[config.mk]
export PLATFORM = sky130hd
export DESIGN_NAME = ps2_keyboard_rx
export DESIGN_NICKNAME = d
export VERILOG_FILES = /design/src/rtl/ps2_keyboard_rx_pkg.sv /design/src/rtl/ps2_frame_rx.sv /design/src/rtl/ps2_keyboard_rx.sv
export SDC_FILE = /design/constraint.sdc
export NUM_CORES = 1
export LEC_CHECK = 0
export ABC_CLOCK_PERIOD_IN_PS = 2300
export BUFFER_PORTS_ARGS = -buffer_cell sky130_fd_sc_hd__buf_2
export CAP_MARGIN = 20
export CORE_MARGIN = 2
export CORE_UTILIZATION = 30
export CTS_CLUSTER_DIAMETER = 120
export DETAILED_ROUTE_END_ITERATION = 16
export GPL_ROUTABILITY_DRIVEN = 0
export GPL_TIMING_DRIVEN = 0
export PLACE_DENSITY_LB_ADDON = 0.12
export SLEW_MARGIN = 30
export SYNTH_ARGS = -nofsm -noshare
export SYNTH_HDL_FRONTEND = slang
export SYNTH_SLANG_ARGS = --single-unit
[constraint.sdc]
create_clock -name clk -period 2.3 [get_ports clk]
set_input_delay 0.46 -clock clk [delete_from_list [all_inputs] [get_ports clk]]
set_output_delay 0.46 -clock clk [all_outputs]
set_load 0.02 [all_outputs]
[src/rtl/ps2_keyboard_rx_pkg.sv]
// ps2_keyboard_rx_pkg: shared PS/2 prefix codes, game key codes and frame FSM states
package ps2_keyboard_rx_pkg;
  localparam logic [7:0] PS2_PFX_EXT = 8'hE0;
  localparam logic [7:0] PS2_PFX_BRK = 8'hF0;
  localparam logic [7:0] KEY_S       = 8'h1B;
  localparam logic [7:0] KEY_ESC     = 8'h76;
  localparam logic [7:0] KEY_P       = 8'h4D;
  localparam logic [7:0] KEY_R       = 8'h2D;
  localparam logic [7:0] KEY_UP      = 8'h75;
  localparam logic [7:0] KEY_RIGHT   = 8'h74;
  localparam logic [7:0] KEY_DOWN    = 8'h72;
  localparam logic [7:0] KEY_LEFT    = 8'h6B;
  typedef enum logic [1:0] {ST_IDLE, ST_DATA, ST_PARITY, ST_STOP} ps2_state_t;
endpackage

[src/rtl/ps2_frame_rx.sv]
// ps2_frame_rx: synchronises the PS/2 pins and deframes 11-bit frames with parity and timeout checks
module ps2_frame_rx
  import ps2_keyboard_rx_pkg::*;
#(
  parameter int TIMEOUT_CYCLES = 50000,
  parameter int SYNC_STAGES    = 2
) (
  input  logic       clk,
  input  logic       rst,
  input  logic       ps2_clk,
  input  logic       ps2_data,
  output logic [7:0] data_byte,
  output logic       byte_valid,
  output logic       parity_err,
  output logic       frame_err
);
  localparam int CW = $clog2(TIMEOUT_CYCLES);
  logic [SYNC_STAGES-1:0] clk_sync, data_sync;
  logic                   clk_prev;
  ps2_state_t             state, state_n;
  logic [7:0]             sr;
  logic [2:0]             bitcnt;
  logic                   perr;
  logic [CW-1:0]          cnt;
  logic                   s_clk, s_data, fall, timeout;
  assign s_clk     = clk_sync[SYNC_STAGES-1];
  assign s_data    = data_sync[SYNC_STAGES-1];
  assign fall      = clk_prev & ~s_clk;
  assign timeout   = (state != ST_IDLE) & ~fall & (cnt == CW'(TIMEOUT_CYCLES - 1));
  assign data_byte = sr;
  // pin synchronisers, idle-high after reset so reset never fakes a falling edge
  always_ff @(posedge clk)
    if (rst) begin
      clk_sync  <= '1;
      data_sync <= '1;
      clk_prev  <= 1'b1;
    end else begin
      clk_sync  <= {clk_sync[SYNC_STAGES-2:0], ps2_clk};
      data_sync <= {data_sync[SYNC_STAGES-2:0], ps2_data};
      clk_prev  <= s_clk;
    end
  // state register, shift register, parity latch and inactivity counter
  always_ff @(posedge clk)
    if (rst) begin
      state  <= ST_IDLE;
      sr     <= '0;
      bitcnt <= '0;
      perr   <= 1'b0;
      cnt    <= '0;
    end else begin
      state <= state_n;
      cnt   <= (fall || state == ST_IDLE) ? '0 : cnt + 1'b1;
      if (fall && state == ST_IDLE) bitcnt <= '0;
      if (fall && state == ST_DATA) begin
        sr     <= {s_data, sr[7:1]};
        bitcnt <= bitcnt + 1'b1;
      end
      if (fall && state == ST_PARITY) perr <= ~(^sr ^ s_data);
    end
  // next state and single-cycle frame outcome strobes; a timeout overrides everything
  always_comb begin
    state_n    = state;
    byte_valid = 1'b0;
    parity_err = 1'b0;
    frame_err  = 1'b0;
    case (state)
      ST_IDLE:   state_n = (fall && !s_data) ? ST_DATA : ST_IDLE;
      ST_DATA:   state_n = (fall && bitcnt == 3'd7) ? ST_PARITY : ST_DATA;
      ST_PARITY: state_n = fall ? ST_STOP : ST_PARITY;
      ST_STOP: if (fall) begin
        state_n    = ST_IDLE;
        frame_err  = ~s_data;
        parity_err = s_data & perr;
        byte_valid = s_data & ~perr;
      end
      default:   state_n = ST_IDLE;
    endcase
    if (timeout) begin
      state_n   = ST_IDLE;
      frame_err = 1'b1;
    end
  end
endmodule

[src/rtl/ps2_keyboard_rx.sv]
// ps2_keyboard_rx: decodes PS/2 make/break/extended sequences into a held scan code and strobes
module ps2_keyboard_rx
  import ps2_keyboard_rx_pkg::*;
#(
  parameter int TIMEOUT_CYCLES = 50000,
  parameter int SYNC_STAGES    = 2
) (
  input  logic       clk,
  input  logic       rst,
  input  logic       ps2_clk,
  input  logic       ps2_data,
  output logic [7:0] scanCode,
  output logic       detected,
  output logic       extended,
  output logic       released,
  output logic       parity_err,
  output logic       frame_err
);
  logic [7:0] rx_byte;
  logic       rx_valid, rx_perr, rx_ferr;
  logic       ext_f, brk_f;
  ps2_frame_rx #(.TIMEOUT_CYCLES(TIMEOUT_CYCLES), .SYNC_STAGES(SYNC_STAGES)) u_frame (
    .clk        (clk),
    .rst        (rst),
    .ps2_clk    (ps2_clk),
    .ps2_data   (ps2_data),
    .data_byte  (rx_byte),
    .byte_valid (rx_valid),
    .parity_err (rx_perr),
    .frame_err  (rx_ferr)
  );
  // prefix tracking and make/break decode; a break only clears scanCode for the same key
  always_ff @(posedge clk)
    if (rst) begin
      scanCode   <= 8'h00;
      extended   <= 1'b0;
      detected   <= 1'b0;
      released   <= 1'b0;
      parity_err <= 1'b0;
      frame_err  <= 1'b0;
      ext_f      <= 1'b0;
      brk_f      <= 1'b0;
    end else begin
      detected   <= 1'b0;
      released   <= 1'b0;
      parity_err <= rx_perr;
      frame_err  <= rx_ferr;
      if (rx_valid) begin
        if (rx_byte == PS2_PFX_EXT) ext_f <= 1'b1;
        else if (rx_byte == PS2_PFX_BRK) brk_f <= 1'b1;
        else if (brk_f) begin
          released <= 1'b1;
          if (rx_byte == scanCode && ext_f == extended) begin
            scanCode <= 8'h00;
            extended <= 1'b0;
          end
          ext_f <= 1'b0;
          brk_f <= 1'b0;
        end else begin
          scanCode <= rx_byte;
          extended <= ext_f;
          detected <= 1'b1;
          ext_f    <= 1'b0;
        end
      end
    end
endmodule

==> out/qor.yml <==
ant_nets: 0
clockBufferDepth: 2
power_density_nw_per_um2: 572
worstSetupEndpointType: "register"
status: "finished, final reports clean"
max_cap_violations: 0
critPathLaunch: "u_frame.data_byte[5]"
cts_tree: "built"
fin_nets: 300
timing.rr.start: "u_frame.data_byte[5]"
r2r-end: "scanCode[6]"
die_area_um2: 8510
grt_max_degree: 15
dpl.cell_count: 383
post_drt_via_cell_ratio: 4.73
final-setup-viol-count: 0
crit_fanout: 10
io_pins: 17
dpl_cell_area_um2: 2540
power_leakage_nw: 0.889
synth-seq-cells: 50
yosysSeqAreaShare_pct: 42.8
synth_area_um2: 2340
vdd_drop_max_uv: 252
tightest_slew_ns: 0.700
synth.distinct_cells: 38
rsz0062_at_grt: "false"
hp-class: "in -> reg"
dr.pass1.iters: 4
grt_usage_pct: 12.6
avgSynthCellArea_um2: 8.82
dp_hpwl_um: 3690
yosysWarnings: 0
finalClockSkew_ns: 0.0141
stdcell_area_um2: 2650
wl_um: 5060
criticalPathCategory: "reg -> reg"
critPathTopFamily: "buffers and inverters"
crit_path_top_delay_cell: "dfxtp_1"
drive_gt1_share_pct: 12.1
core_area_um2: 7650
drt_iter0_markers: 63
drc: 0
area_growth_pct: 13.4
antennaDiodeCount: 0
syn-num-nets: 277
antenna_found_initial: 0
stdcell_count: 391
hold_viol: 0
h-tree-depth: 2
max_freq_mhz: 493
cts-root-buf: "clkbuf_8"
start_util_pct: 30.6
clk_pin_slew_ns: 0.10
worst-path-stages: 7
synth_cells: 265
power_mw: 1.52
fillers: 820
min_period_over_period_pct: 88.1
io_buffers: 16
clock-sinks: 50
row_count: 32
cp-start-kind: "register"
fin_tns_setup_ns: 0
ctsHoldBuffers: 0
clock_latency_ns: 0.30
worstPathRequired_ns: 2.53
ff2ff_path_depth: 7
max_stage_delay_ns: 0.47
postCtsSetupBuffers: 0
cts_resized: 0
wl_per_cell_um: 12.9
grt_pass1_wl_um: 8540
crit_path_end: "scanCode[6]"
cts_buffers: 5
die_x_um: 92.3
min_period_ns: 2.03
rrSetupSlack_ns: 0.27
grt_pass1_vias: 1785
gr-total-overflow: 0
crit_arrival_ns: 2.26
die_h_um: 92.3
cp_cell_sequence: "ha_1 > o2111ai_1 > nand4b_1 > clkbuf_1 > clkbuf_1 > nand3_1 > o211ai_1"
crit_buf_inv: 2
relSlewSlack_pct: 53.3
fin_hold_ws_ns: 0.334
final_max_slew_viol_count: 0
cpMostUsedCell: "clkbuf_1"
vias: 1849
==> cell usage after synthesis <==
cell       count  area (um^2)
dfxtp_1       50         1000
nand2_1       24         90.1
nand3_1       17         85.1
nor2_1        17         63.8
inv_1         16         60.1
a21oi_1       15         75.1
xnor2_1       12          105
o211ai_1      11         82.6
clkbuf_1      10         37.5
xor2_1        10         87.6
nand4_1        9         56.3
ha_1           8          100
o21ai_0        7         35.0
or4_1          7         52.6
and2_1         5         31.3
nor3_1         5         25.0
or2_2          5         31.3
or3_1          4         25.0
and3_1         3         18.8
nand4b_1       3         26.3
nor3b_1        3         22.5
or4b_1         3         30.0
and4_1         2         17.5
buf_2          2         10.0
buf_4          2         15.0
nand3b_1       2         15.0
nor2b_1        2         12.5
a211oi_1       1         7.51
mux2_2         1         11.3
mux2i_1        1         10.0
nand4bb_1      1         11.3
nor4_2         1         12.5
o2111ai_1      1         8.76
o21a_1         1         7.51
o311ai_2       1         16.3
or2b_1         1         7.51
or4b_2         1         10.0
xnor3_1        1         22.5
==> placed cells by master (no fill, tap or decap), drive strengths merged, types with 7 or more instances in the layout <==
cell | Yosys | layout
dfxtp | 50 | 50
nand2 | 24 | 24
buf | 4 | 20
nor2 | 17 | 17
nand3 | 17 | 17
clkbuf | 10 | 17
inv | 16 | 16
a21oi | 15 | 15
xnor2 | 12 | 12
o211ai | 11 | 11
xor2 | 10 | 10
nand4 | 9 | 9
ha | 8 | 8
or4 | 7 | 7
o21ai | 7 | 7
==> how the worst min path moves through the flow <==
stage | from | endpoint | cells after the start
finish | ps2_clk | u_frame.clk_sync[0] | 2
global placement | u_frame.clk_sync[0] | u_frame.clk_sync[1] | 1
floorplan | u_frame.clk_sync[0] | u_frame.clk_sync[1] | 1
detailed placement | u_frame.clk_sync[0] | u_frame.clk_sync[1] | 1
CTS | ps2_clk | u_frame.clk_sync[0] | 2
global route | ps2_clk | u_frame.clk_sync[0] | 2
==> metal layers <==
metal,share of wire (%),global-route usage [%],vias up
met5,0,0,-
met2,47,22.2,21
met4,1.1,3.73,0
met1,50,15.3,850
met3,2.8,2.71,5
li1,-,-,973
==> sequential cells by signal, summed over array words and instances (netlist names), 2 cells and up, named ones only <==
signal,count
u_frame.cnt,16
u_frame.clk_sync,2
u_frame.bitcnt,3
u_frame.data_byte,8
scanCode,8
u_frame.data_sync,2
==> cell type report <==
| type | count | area, um^2 | share of cell area, % |
|---|---|---|---|
| plain buffers | 14 | 62.6 | 2.36 |
| clock buffers | 7 | 76.3 | 2.88 |
| clock inverters | 1 | 30.0 | 1.13 |
| inverters | 16 | 60.1 | 2.27 |
| multi-input cells | 185 | 1210 | 45.8 |
| flip-flops and latches | 50 | 1000 | 37.8 |
| well taps | 102 | 128 | 4.81 |
| repair buffers | 16 | 80.1 | 3.02 |
==> logic make-up (layout without fill, tap and decap cells) <==
kind of cell	Yosys count	after routing	share of synthesized area [%]
muxes	2	2	0.910
xor gates and xnor gates	23	23	9.21
buffers and inverters	30	54	5.25
and+or+nand+nor	115	115	27.6
adders and majority gates	8	8	4.28
DFF	50	50	42.8
AOI/OAI and AO/OA	37	37	9.96
==> through the flow <==
step / setup slack (ns) / util, %
finish: 0.273 / 34.7
global route: 0.00446 / 34.7
CTS: 0.214 / 34.7
detailed placement: 0.245 / 33.3
global placement: 0.211 / 33.3
floorplan: 0.580 / -
==> worst register-to-register path: stages, from the launching register on <==
cell,delay (ns)
dfxtp_1,0.47
ha_1,0.25
o2111ai_1,0.15
nand4b_1,0.14
clkbuf_1,0.30
clkbuf_1,0.41
nand3_1,0.14
o211ai_1,0.12
==> power by group <==
| group | internal (mW) | total (mW) | switching (mW) | leakage, nW |
|---|---|---|---|---|
| clock network | 0.326 | 0.613 | 0.287 | 0.0524 |
| logic | 0.0106 | 0.0315 | 0.0209 | 0.433 |
| registers | 0.869 | 0.872 | 0.00325 | 0.404 |
| total | 1.21 | 1.52 | 0.311 | 0.889 |
No activity file was read; power rests on OpenSTA's default activity.
